$ cat src/rtl/lc3b_pipe_stage.sv
// LC-3b stage-boundary register: valid/ready handshake around one instruction bundle,
// optional two-entry skid buffer, synchronous flush to bubble, saturating stall counter.
module lc3b_pipe_stage #(
  parameter int WORD_WIDTH   = 16,
  parameter int CS_WIDTH     = 20,
  parameter int REG_ID_WIDTH = 3,
  parameter bit SKID_EN      = 1'b1
) (
  input  logic                    clk_i,
  input  logic                    reset_i,
  input  logic                    flush_i,
  input  logic                    in_valid_i,
  output logic                    in_ready_o,
  input  logic [WORD_WIDTH-1:0]   in_npc_i,
  input  logic [WORD_WIDTH-1:0]   in_ir_i,
  input  logic [WORD_WIDTH-1:0]   in_data0_i,
  input  logic [WORD_WIDTH-1:0]   in_data1_i,
  input  logic [CS_WIDTH-1:0]     in_cs_i,
  input  logic [2:0]              in_cc_i,
  input  logic [REG_ID_WIDTH-1:0] in_drid_i,
  output logic                    out_valid_o,
  input  logic                    out_ready_i,
  output logic [WORD_WIDTH-1:0]   out_npc_o,
  output logic [WORD_WIDTH-1:0]   out_ir_o,
  output logic [WORD_WIDTH-1:0]   out_data0_o,
  output logic [WORD_WIDTH-1:0]   out_data1_o,
  output logic [CS_WIDTH-1:0]     out_cs_o,
  output logic [2:0]              out_cc_o,
  output logic [REG_ID_WIDTH-1:0] out_drid_o,
  output logic [15:0]             stall_count_o
);

  typedef struct packed {
    logic [WORD_WIDTH-1:0]   npc;
    logic [WORD_WIDTH-1:0]   ir;
    logic [WORD_WIDTH-1:0]   data0;
    logic [WORD_WIDTH-1:0]   data1;
    logic [CS_WIDTH-1:0]     cs;
    logic [2:0]              cc;
    logic [REG_ID_WIDTH-1:0] drid;
  } bundle_t;

  bundle_t     in_b, m_q, m_d;
  logic        valid;
  logic        accept, drain;
  logic [15:0] stall_q;

  assign in_b = '{npc: in_npc_i, ir: in_ir_i, data0: in_data0_i, data1: in_data1_i,
                  cs: in_cs_i, cc: in_cc_i, drid: in_drid_i};

  assign accept = in_valid_i & in_ready_o & ~flush_i;
  assign drain  = valid & out_ready_i;

  if (SKID_EN) begin : g_skid
    typedef enum logic [1:0] {EMPTY, ONE, TWO} state_e;
    state_e  state_q, state_d;
    bundle_t s_q, s_d;
    logic    rdy_q;

    always_ff @(posedge clk_i) begin
      if (reset_i) begin
        state_q <= EMPTY;
        m_q     <= '0;
        s_q     <= '0;
        rdy_q   <= 1'b1;
      end else begin
        state_q <= state_d;
        m_q     <= m_d;
        s_q     <= s_d;
        // Registered ready keeps out_ready off the upstream ready path.
        rdy_q   <= (state_d != TWO);
      end
    end

    always_comb begin
      state_d = state_q;
      m_d     = m_q;
      s_d     = s_q;
      unique case (state_q)
        EMPTY: if (accept) begin
          m_d     = in_b;
          state_d = ONE;
        end
        ONE: begin
          unique case ({accept, drain})
            2'b11: m_d = in_b;
            2'b01: state_d = EMPTY;
            2'b10: begin
              s_d     = in_b;
              state_d = TWO;
            end
            default: ;
          endcase
        end
        TWO: if (drain) begin
          m_d     = s_q;
          state_d = ONE;
        end
        default: state_d = EMPTY;
      endcase
      if (flush_i) begin
        state_d = EMPTY;
        m_d     = m_q;
        s_d     = s_q;
      end
    end

    assign valid      = (state_q != EMPTY);
    assign in_ready_o = rdy_q;
  end else begin : g_single
    logic vld_q, vld_d;

    always_ff @(posedge clk_i) begin
      if (reset_i) begin
        vld_q <= 1'b0;
        m_q   <= '0;
      end else begin
        vld_q <= vld_d;
        m_q   <= m_d;
      end
    end

    always_comb begin
      m_d   = m_q;
      vld_d = vld_q;
      if (accept) begin
        m_d   = in_b;
        vld_d = 1'b1;
      end else if (drain) begin
        vld_d = 1'b0;
      end
      if (flush_i) vld_d = 1'b0;
    end

    assign valid      = vld_q;
    assign in_ready_o = ~vld_q | out_ready_i;
  end

  always_ff @(posedge clk_i) begin
    if (reset_i)                                          stall_q <= '0;
    else if (valid && !out_ready_i && stall_q != 16'hFFFF) stall_q <= stall_q + 16'd1;
  end

  // An empty stage must look like a NOP downstream, so only cs is gated.
  assign out_valid_o   = valid;
  assign out_npc_o     = m_q.npc;
  assign out_ir_o      = m_q.ir;
  assign out_data0_o   = m_q.data0;
  assign out_data1_o   = m_q.data1;
  assign out_cs_o      = valid ? m_q.cs : '0;
  assign out_cc_o      = m_q.cc;
  assign out_drid_o    = m_q.drid;
  assign stall_count_o = stall_q;

endmodule

$ cat config.mk
export PLATFORM = sky130hd
export DESIGN_NAME = lc3b_pipe_stage
export DESIGN_NICKNAME = d
export VERILOG_FILES = /design/src/rtl/lc3b_pipe_stage.sv
export SDC_FILE = /design/constraint.sdc
export NUM_CORES = 1
export LEC_CHECK = 0
export BUFFER_PORTS_ARGS = -buffer_cell sky130_fd_sc_hd__buf_2
export CELL_PAD_IN_SITES_DETAIL_PLACEMENT = 1
export CELL_PAD_IN_SITES_GLOBAL_PLACEMENT = 1
export CORE_MARGIN = 4
export CORE_UTILIZATION = 35
export CTS_CLUSTER_DIAMETER = 120
export DETAILED_ROUTE_END_ITERATION = 16
export PLACE_DENSITY = 0.74
export SETUP_SLACK_MARGIN = 0.5
export SLEW_MARGIN = 20
export SYNTH_ARGS = -nofsm -noshare
export SYNTH_HDL_FRONTEND = slang
export SYNTH_SLANG_ARGS = --single-unit
$ cat constraint.sdc
create_clock -name clk_i -period 2.2 [get_ports clk_i]
set_input_delay 0.22 -clock clk_i [delete_from_list [all_inputs] [get_ports clk_i]]
set_output_delay 0.22 -clock clk_i [all_outputs]
set_load 0.005 [all_outputs]
==> results of run 1 <==
-- metrics by stage --
stage	total power, mW	setup WS, ns	util	area, um^2
final	7.745	0.5325	0.4144	11480
after CTS	7.840	0.4690	0.4080	11300
after floorplan	4.474	0.6668	-	9828
after global routing	8.131	0.4805	0.4144	11480
after detailed placement	4.731	0.3485	0.3856	10680
after global placement	4.705	0.4224	0.3856	10680
-- area by class of cell --
cell class	count	area, um^2	area share
Clock inverter	14	137.6	0.01199
Timing Repair Buffer	238	1530	0.1333
Antenna cell	3	7.507	0.0006538
Sequential cell	199	4001	0.3485
Tap cell	378	473.0	0.04119
Multi-Input combinational cell	691	4885	0.4254
Inverter	6	22.52	0.001961
Clock buffer	17	425.4	0.03705
-- power breakdown --
part           total [mW]  internal, mW  switching, mW  leakage [nW]
logic               0.901         0.399          0.502          3.04
clock network        3.07          1.51           1.56         0.271
registers            3.78          3.72         0.0593          1.62
total                7.75          5.62           2.12          4.94
-- flip-flops by register name (all words and copies together), names as in the netlist --
| name | count |
|---|---|
| g_skid.s_q | 90 |
| g_skid.state_q | 2 |
| in_ready_o | 1 |
| m_q | 20 |
| out_cc_o | 3 |
| out_data0_o | 16 |
| out_data1_o | 16 |
| out_drid_o | 3 |
| out_ir_o | 16 |
| out_npc_o | 16 |
| stall_count_o | 16 |
-- cell usage after synthesis, types with 2 or more instances --
library cell,count
nand4_2,2
o41ai_1,8
buf_2,25
mux2_2,4
inv_1,6
or3_1,4
and3_1,2
nor2b_1,65
nor2_1,6
mux2i_1,45
clkbuf_1,51
o311ai_0,2
and4_1,3
nand4_1,2
o21ai_0,3
nor4_1,2
and3b_1,2
o31ai_1,2
o21ai_1,44
mux2_1,44
a21oi_1,100
buf_6,9
or4_1,3
o41ai_2,38
nand3b_1,2
clkbuf_4,2
o311a_1,48
dfxtp_1,199
nand2_1,184
buf_4,77
nand3_1,5
o21bai_1,47
nor3_1,6
buf_1,5
-- tightest hold or removal path, stage by stage --
cell and delay [ns]:
buf_2 0.10, nand2_1 0.05, a21oi_1 0.05
-- logic make-up after synthesis --
kind of cell             synth area share
AO/OA/AOI/OAI                      0.2423
XOR/XNOR                        0.0008913
adder cells (fa/ha/maj)          0.001273
buffers and inverters              0.1071
flip-flops                         0.4053
multiplexers                       0.1008
AND/OR/NAND/NOR                    0.1423
-- what timing repair did --
item,CTS,global route
pin swaps,1,2
endpoints found under the setup margin,91,165
gates cloned,0,2
buffers inserted,4,2
resized for setup,8,26
-- layer usage --
metal | wire length (um) | vias to the layer above | global-route usage
met5 | 56 | - | 0
met4 | 309 | 12 | 0.04159
met3 | 1741 | 28 | 0.05532
met2 | 13440 | 165 | 0.2893
met1 | 12980 | 3918 | 0.2271
li1 | - | 3898 | -
-- how the worst min path moves through the flow --
stage | start | end | slack, ns | depth (start not counted)
floorplan | out_ready_i | in_ready_o$_SDFF_PP1_ | 0.35 | 1
global placement | g_skid.s_q[1]$_SDFFE_PP0P_ | g_skid.s_q[1]$_SDFFE_PP0P_ | 0.44 | 2
detailed placement | g_skid.s_q[2]$_SDFFE_PP0P_ | g_skid.s_q[2]$_SDFFE_PP0P_ | 0.44 | 2
CTS | in_data0_i[13] | g_skid.s_q[55]$_SDFFE_PP0P_ | 0.01 | 3
global route | in_data1_i[4] | g_skid.s_q[30]$_SDFFE_PP0P_ | 0.02 | 3
finish | in_cs_i[3] | g_skid.s_q[9]$_SDFFE_PP0P_ | 0.04 | 3
==> impl_metrics.tcl, run 1 <==
set metrics [dict create \
    syn-num-nets 1161 \
    io_pins 203 \
    synth_area_leader_cell "dfxtp_1" \
    setup_viol 0 \
    layout.nets 1249 \
    die_x_um 175.6 \
    rrSetupSlack_ns 0.53 \
    clkTransAtPathRegs_ns 0.08 \
    grt_pass1_wl_um 44390 \
    insertion_delay_ns 0.43 \
    worstMarginPinSlew_ns 0.4787 \
    skew_ns 0.01123 \
    slowest_stage "o31a_4" \
    relSlewSlack 0.6808 \
    hold_viol_final 0 \
    core-area_mm2 0.02771 \
    grt_max_degree 90 \
    slowest_delay_ns 0.37 \
    crit_path_start "g_skid.state_q[0]$_SDFF_PP0_" \
    placementRows 61 \
    clock-root-buffer "clkbuf_16" \
    grt_setup_unrepaired "false" \
    fp.dieH_um 175.6 \
    ys_seq_elements 199 \
    synth_area_leaders "dfxtp_1 (41%), nand2_1 (7.0%), o41ai_2 (6.3%)" \
    layout_common_cells "buf_2 (200), dfxtp_1 (191), nand2_1 (183)" \
    hp-class "in -> reg" \
    wl_um 28530 \
    worstPathArrival_ns 1.98 \
    initial_core_util 0.3547 \
    fillers 3213 \
    grt_usage 0.1761 \
    cts_max_level 4 \
    crit_fanout 37 \
    crit_type "reg -> reg" \
    syn_area_per_cell_um2 9.228 \
    cts_tree "yes" \
    vias_per_cell 5.188 \
    start_kind "flip-flop" \
    finalWeightedCongestion 0.7758 \
    rr_worst_depth 4 \
    status "finished clean" \
    wl_per_cell_um 18.45 \
    crit_required_ns 2.51 \
    p_leak_nw 4.938 \
    drive_gt1_frac 0.2901 \
    grt.overflow.total 0 \
    crit_cells 4 \
    endpoint "out_data1_o[10]$_SDFFE_PP0P_" \
    powerDensity_mw_per_mm2 674.6 \
    clkSinkCount 199 \
    synth-async-reset-ratio 0 \
    ir_drop_mv 0.3478 \
    setup_tns_ns 0 \
    dieArea_mm2 0.03082 \
    slew_violations 0 \
    clock.fmax_mhz 599.7 \
    synthDistinctLibCells 52 \
    yosys_warnings 0 \
    yosysSeqAreaShare 0.4053 \
    hold_buffers 0 \
    synthCells 1065 \
    critPathBufInv 1 \
    synth-edff-count 0 \
    cap_violations 0 \
    port_buffers 202 \
    path_cells "nor2b_2 -> o31a_4 -> clkbuf_16 -> o311a_1" \
    ant_nets 0 \
    hold_slack_ns 0.03628 \
    place_inst 1504 \
    area_delta_synth_final_pct 16.83 \
    cp-end-kind "flip-flop" \
    clockBufferDepth 2 \
    layout_worst_path_cycle_share 0.7580 \
    post-dp-hpwl_um 18160 \
    r2r_start "g_skid.state_q[0]$_SDFF_PP0_" \
    post-route-min-period_ns 1.668 \
    mostFrequentLayoutCell "buf_2" \
    cts_buffers 17 \
    synth_top_area_frac 0.4053 \
    via_count 8021 \
    synthFlopType "dfxtp_1" \
    drt-initial-drc-count 361 \
    grt_pass1_vias 8230 \
    drc_errors 0 \
    drtPass1Iterations 5 \
    antenna_found_initial 9 \
    cpLargestDelayFamily "compound AO/OA/AOI/OAI gates" \
    synthesis.area_mm2 0.009828 \
    final_cell_count_no_fill 1546 \
    regToRegEndpoint "out_data1_o[10]$_SDFFE_PP0P_" \
]
Power figures use the tool's default switching activity.
==> run 2, diff against run 1 <==
--- a/config.mk
+++ b/config.mk
@@ -12,7 +12,7 @@
 export CORE_UTILIZATION = 35
 export CTS_CLUSTER_DIAMETER = 120
 export DETAILED_ROUTE_END_ITERATION = 16
-export PLACE_DENSITY = 0.74
+export PLACE_DENSITY = 0.77
 export SETUP_SLACK_MARGIN = 0.5
 export SLEW_MARGIN = 20
 export SYNTH_ARGS = -nofsm -noshare
==> constraint.sdc (replaced) <==
create_clock -name clk_i -period 1.4 [get_ports clk_i]
set_input_delay 0.14 -clock clk_i [delete_from_list [all_inputs] [get_ports clk_i]]
set_output_delay 0.14 -clock clk_i [all_outputs]
set_load 0.005 [all_outputs]
==> run 2 against run 1 <==
Effect of this change:
- final area is 31% higher
- wire length is 36% higher
- highest routed layer unchanged
- largest cell class unchanged
- count of clock-buffer cells in the layout stayed put
- critical endpoint is now g_skid.s_q[1]$_SDFFE_PP0P_
- the run now ends with setup timing left
- non-clock buffer count is 179 higher
- utilization is 13 points higher
- via count is 16% higher
- first-iteration DRC count is 9.1% higher
- register-to-register slack worse by 0.83 ns
==> impl_metrics.tcl, run 2 (same netlist as run 1, synthesis figures left out) <==
set metrics [dict create \
    cts_max_level 4 \
    hold_viol_final 0 \
    worstMarginPinSlew_ns 0.5358 \
    grt_pass1_vias 9456 \
    use_met3 0.03444 \
    rrSetupSlack_ns -0.30 \
    wl_per_cell_um 22.55 \
    drive_gt1_frac 0.4900 \
    fillers 2969 \
    rr_worst_depth 9 \
    drtPass1Iterations 4 \
    clkSinkCount 199 \
    violations "setup timing" \
    layout_common_cells "buf_2 (199), dfxtp_1 (180), nand2_1 (119)" \
    cp-end-kind "flip-flop" \
    hp-class "in -> reg" \
    grt_usage 0.2156 \
    crit_type "reg -> reg" \
    top_regs "g_skid.s_q x90, m_q x20" \
    area_delta_synth_final_pct 53.56 \
    setup_viol 219 \
    antenna_found_initial 4 \
    mostFrequentLayoutCell "buf_2" \
    regToRegEndpoint "g_skid.s_q[1]$_SDFFE_PP0P_" \
    ir_drop_mv 0.7718 \
    layout_worst_path_cycle_share 1.216 \
    crit_path_start "g_skid.state_q[0]$_SDFF_PP0_" \
    via_count 9305 \
    crit_required_ns 1.78 \
    relSlewSlack 0.6428 \
    initial_core_util 0.3547 \
    grtUsageMet2 0.3902 \
    start_kind "flip-flop" \
    finalWeightedCongestion 0.7861 \
    endpoint "g_skid.s_q[1]$_SDFFE_PP0P_" \
    grt_pass1_wl_um 53400 \
    r2r_start "g_skid.state_q[0]$_SDFF_PP0_" \
    clock-root-buffer "clkbuf_16" \
    cts_tree "yes" \
    dieArea_mm2 0.03082 \
    clockBufferDepth 2 \
    post-route-min-period_ns 1.702 \
    die_x_um 175.6 \
    port_buffers 202 \
    grt.overflow.total 0 \
    core-area_mm2 0.02771 \
    fp.dieH_um 175.6 \
    vias_per_cell 5.394 \
    place_inst 1549 \
    drt-initial-drc-count 394 \
    largest-register "g_skid.s_q" \
    wl_um 38900 \
    p_leak_nw 6.651 \
    status "complete, but fails checks" \
    skew_ns 0.01207 \
    slew_violations 0 \
    ant_nets 0 \
    cts_buffers 17 \
    powerDensity_mw_per_mm2 892.1 \
    cap_violations 0 \
    io_pins 203 \
    final_cell_count_no_fill 1725 \
    largest_reg_flops 90 \
    insertion_delay_ns 0.45 \
    grt_max_degree 70 \
    post-dp-hpwl_um 19280 \
    layout.nets 1428 \
    clock.fmax_mhz 587.5 \
    grt_setup_unrepaired "true" \
    placementRows 61 \
    drc_errors 0 \
    clkTransAtPathRegs_ns 0.09 \
    worstPathArrival_ns 2.08 \
    place_ws_ns -0.1932 \
    finalWorstSetupSlack_ns -0.3022 \
    top_usage_layer "met2" \
    gr-usage-met1 0.2637 \
    crit_fanout 8 \
]
## run 2: changes by cell type in the layout (fill, tap and decap cells not counted), moves of 44 or more
cell / delta
a21oi_1: -68
a21oi_2: +67
dlygate4sd3_1: +91
nand2_1: -64
nand2_4: +49
o21ai_1: -44
## run 2: per-stage QoR
stage,TNS (ns),total power [mW],cell area [um^2],hold WS (ns),util
floorplan,-3.596,7.120,10330,0.2672,-
global placement,-6.873,7.466,11430,0.3915,0.4126
detailed placement,-10.65,7.517,11430,0.4004,0.4126
CTS,-40.61,13.24,13840,0.003968,0.4996
global route,-56.73,13.98,15090,0.02505,0.5447
finish,-46.34,13.46,15090,0.02438,0.5447
## run 2: worst min path at each step
stage / startpoint / endpoint / slack [ns] / cells after the start
after floorplan: out_ready_i / in_ready_o$_SDFF_PP1_ / 0.27 / 1
after global placement: in_data1_i[8] / g_skid.s_q[34]$_SDFFE_PP0P_ / 0.39 / 3
after detailed placement: in_cs_i[3] / g_skid.s_q[9]$_SDFFE_PP0P_ / 0.40 / 3
after CTS: flush_i / in_ready_o$_SDFF_PP1_ / 0.004 / 2
after global routing: reset_i / g_skid.s_q[70]$_SDFFE_PP0P_ / 0.03 / 2
final: flush_i / in_ready_o$_SDFF_PP1_ / 0.02 / 2
## run 2: area by class of cell
class,count,area [um^2],area share
multi-input combinational,691,6153,0.4077
clock inverter,15,215.2,0.01426
antenna,2,5.005,0.0003316
inverter,6,25.02,0.001658
timing repair buffer,417,3772,0.2500
sequential,199,4023,0.2665
clock buffer,17,425.4,0.02819
tap,378,473.0,0.03134
## run 2: worst max-delay path, stage by stage (launching register included)
cell and delay, ns:
dfxtp_4 0.36, buf_6 0.11, nor2b_4 0.18, buf_6 0.12, and3b_4 0.23, buf_12 0.12
buf_8 0.12, clkbuf_16 0.20, nand2_4 0.06, a21oi_2 0.14
## run 2: timing repair
action                                 4_1_cts  5_1_grt
pin swaps                                   39       81
hold buffers                                91        0
setup endpoints to repair                  307      307
cloned                                      14       11
endpoints found under the hold margin       91        0
setup buffers                               12       14
resized for setup                           90      217
## run 2: where the power goes
| part | internal, mW | total, mW | switching (mW) |
|---|---|---|---|
| clock network | 2.52 | 5.36 | 2.84 |
| registers | 5.84 | 5.95 | 0.116 |
| logic | 1.03 | 2.15 | 1.12 |
| total | 9.39 | 13.5 | 4.07 |
## run 2: routing by layer
metal / up-vias / share of wire
li1: 4290 / -
met1: 4722 / 0.41
met2: 229 / 0.53
met3: 60 / 0.033
met4: 4 / 0.022
met5: - / 0.00051
==> run 3, diff against run 2 <==
--- a/config.mk
+++ b/config.mk
@@ -9,10 +9,10 @@
 export CELL_PAD_IN_SITES_DETAIL_PLACEMENT = 1
 export CELL_PAD_IN_SITES_GLOBAL_PLACEMENT = 1
 export CORE_MARGIN = 4
-export CORE_UTILIZATION = 35
+export CORE_UTILIZATION = 38
 export CTS_CLUSTER_DIAMETER = 120
 export DETAILED_ROUTE_END_ITERATION = 16
-export PLACE_DENSITY = 0.77
+export PLACE_DENSITY = 0.82
 export SETUP_SLACK_MARGIN = 0.5
 export SLEW_MARGIN = 20
 export SYNTH_ARGS = -nofsm -noshare
==> run 3 against run 2 <==
Effect of this change:
- the run still ends with setup timing left
- critical path depth shrank 2
- non-clock buffer count grew 49
- fmax shrank 4.9%
- final cell count grew 0.17%
- sequential power is essentially flat
- register-to-register slack lost 0.09 ns
- die area shrank 7.5%
- critical endpoint is now out_data0_o[2]$_SDFFE_PP0P_
- largest cell class unchanged
- largest power group unchanged
==> impl_metrics.tcl, run 3 (same netlist as run 1, synthesis figures left out) <==
set metrics [dict create \
    status "complete, but fails checks" \
    violations "setup timing" \
    io_pins 203 \
    whs_path_depth 3 \
    layout_common_cells "buf_2 (162), dfxtp_1 (116), dlygate4sd3_1 (93)" \
    regToRegEndpoint "out_data0_o[2]$_SDFFE_PP0P_" \
    ir_drop_mv 0.8647 \
    placementRows 58 \
    grt_pass1_vias 10268 \
    dpl-instance-area_mm2 0.01138 \
    clkSinkCount 199 \
    min-delay-start "in_npc_i[11]" \
    crit_required_ns 1.70 \
    p_leak_nw 7.268 \
    grt_pass1_wl_um 59080 \
    crit_fanout 7 \
    rr_worst_depth 7 \
    dr.max_layer_used "met5" \
    grt_max_degree 80 \
    hold_slack_ns 0.07623 \
    ant_nets 0 \
    vias_per_cell 5.906 \
    powerDensity_mw_per_mm2 828.1 \
    relSlewSlack 0.5524 \
    clockBufferDepth 2 \
    drt-initial-drc-count 794 \
    cap_violations 0 \
    via_count 10206 \
    cts_tree "yes" \
    place_ws_ns -0.2395 \
    finalWorstSetupSlack_ns -0.3892 \
    post-route-min-period_ns 1.789 \
    top_regs "g_skid.s_q x90, m_q x20" \
    start_kind "flip-flop" \
    dieArea_mm2 0.02850 \
    port_buffers 202 \
    grt_setup_unrepaired "true" \
    drive_gt1_frac 0.6258 \
    clock-root-buffer "clkbuf_16" \
    p_total_mw 13.55 \
    layout.nets 1478 \
    cts_max_level 4 \
    setup_viol 219 \
    worstPathArrival_ns 2.09 \
    worstMarginPinSlew_ns 0.6714 \
    clock.fmax_mhz 558.9 \
    r2r_start "in_ready_o$_SDFF_PP1_" \
    skew_ns 0.01678 \
    largest_reg_flops 90 \
    wl_um 49070 \
    mostFrequentLayoutCell "buf_2" \
    grt.overflow.total 0 \
    wirelength_met1_um 18680 \
    area_delta_synth_final_pct 66.53 \
    cp-end-kind "flip-flop" \
    core-area_mm2 0.02533 \
    clkTransAtPathRegs_ns 0.08 \
    insertion_delay_ns 0.44 \
    slew_violations 0 \
    met2_length_um 25820 \
    drtPass1Iterations 5 \
    final_cell_count_no_fill 1728 \
    holdPathEnd "out_npc_o[11]$_SDFFE_PP0P_" \
    layout_worst_path_cycle_share 1.278 \
    design_area_mm2 0.01637 \
    post-dp-hpwl_um 19440 \
    finalWeightedCongestion 0.7917 \
    largest-register "g_skid.s_q" \
    drc_errors 0 \
    setup_tns_ns -53.88 \
    die_x_um 168.8 \
    antenna_found_initial 5 \
    hold_viol_final 0 \
    cts_buffers 17 \
    wl_met3_um 2431 \
    hp-class "in -> reg" \
    rrSetupSlack_ns -0.39 \
    fp.dieH_um 168.8 \
    initial_core_util 0.3881 \
    wl_per_cell_um 28.40 \
    grt_usage 0.2607 \
    place_inst 1501 \
    crit_type "reg -> reg" \
    final_util 0.6462 \
]
[run 3: cell type report]
cell class / count / area [um^2]
Inverter: 6 / 22.52
Tap cell: 330 / 412.9
Sequential cell: 199 / 4128
Clock buffer: 18 / 439.2
Multi-Input combinational cell: 692 / 6511
Antenna cell: 3 / 7.507
Timing Repair Buffer: 466 / 4692
Fill cell: 2576 / 8960
Clock inverter: 14 / 153.9
[run 3: routing by layer]
layer	global-route usage	vias to the layer above
met4	0.1055	4
met3	0.04834	164
met2	0.4696	449
met5	0	-
li1	-	4390
met1	0.3041	5199
[run 3: where the power goes]
| group | switching, mW | total [mW] | internal, mW |
|---|---|---|---|
| sequential | 0.145 | 5.98 | 5.84 |
| clock | 2.71 | 5.16 | 2.45 |
| combinational | 1.24 | 2.41 | 1.17 |
[run 3: worst max-delay path by stage]
stage | from | to | slack [ns] | cells past startpoint
floorplan | g_skid.state_q[0]$_SDFF_PP0_ | stall_count_o[14]$_SDFFE_PP0P_ | -0.07 | 5
global placement | g_skid.state_q[0]$_SDFF_PP0_ | out_npc_o[5]$_SDFFE_PP0P_ | -0.15 | 4
detailed placement | g_skid.state_q[0]$_SDFF_PP0_ | out_data0_o[15]$_SDFFE_PP0P_ | -0.24 | 5
CTS | g_skid.state_q[0]$_SDFF_PP0_ | out_npc_o[12]$_SDFFE_PP0P_ | -0.22 | 7
global route | g_skid.state_q[0]$_SDFF_PP0_ | g_skid.s_q[75]$_SDFFE_PP0P_ | -0.42 | 8
finish | in_ready_o$_SDFF_PP1_ | out_data0_o[2]$_SDFFE_PP0P_ | -0.39 | 7
[run 3: worst max-delay path, cell delays in order (launching register included)]
cell	delay, ns
dfxtp_2	0.39
nand2_4	0.08
o31a_4	0.41
buf_12	0.16
buf_16	0.14
buf_8	0.14
o21ai_1	0.19
o41ai_1	0.13
[run 3: repair_timing]
| item | CTS | global route |
|---|---|---|
| setup endpoints to repair | 307 | 307 |
| hold endpoints to repair | 92 | 3 |
| setup buffers | 34 | 35 |
| pin swaps | 69 | 121 |
| hold buffers | 90 | 3 |
| cloned | 18 | 12 |
| gates resized for setup | 183 | 389 |
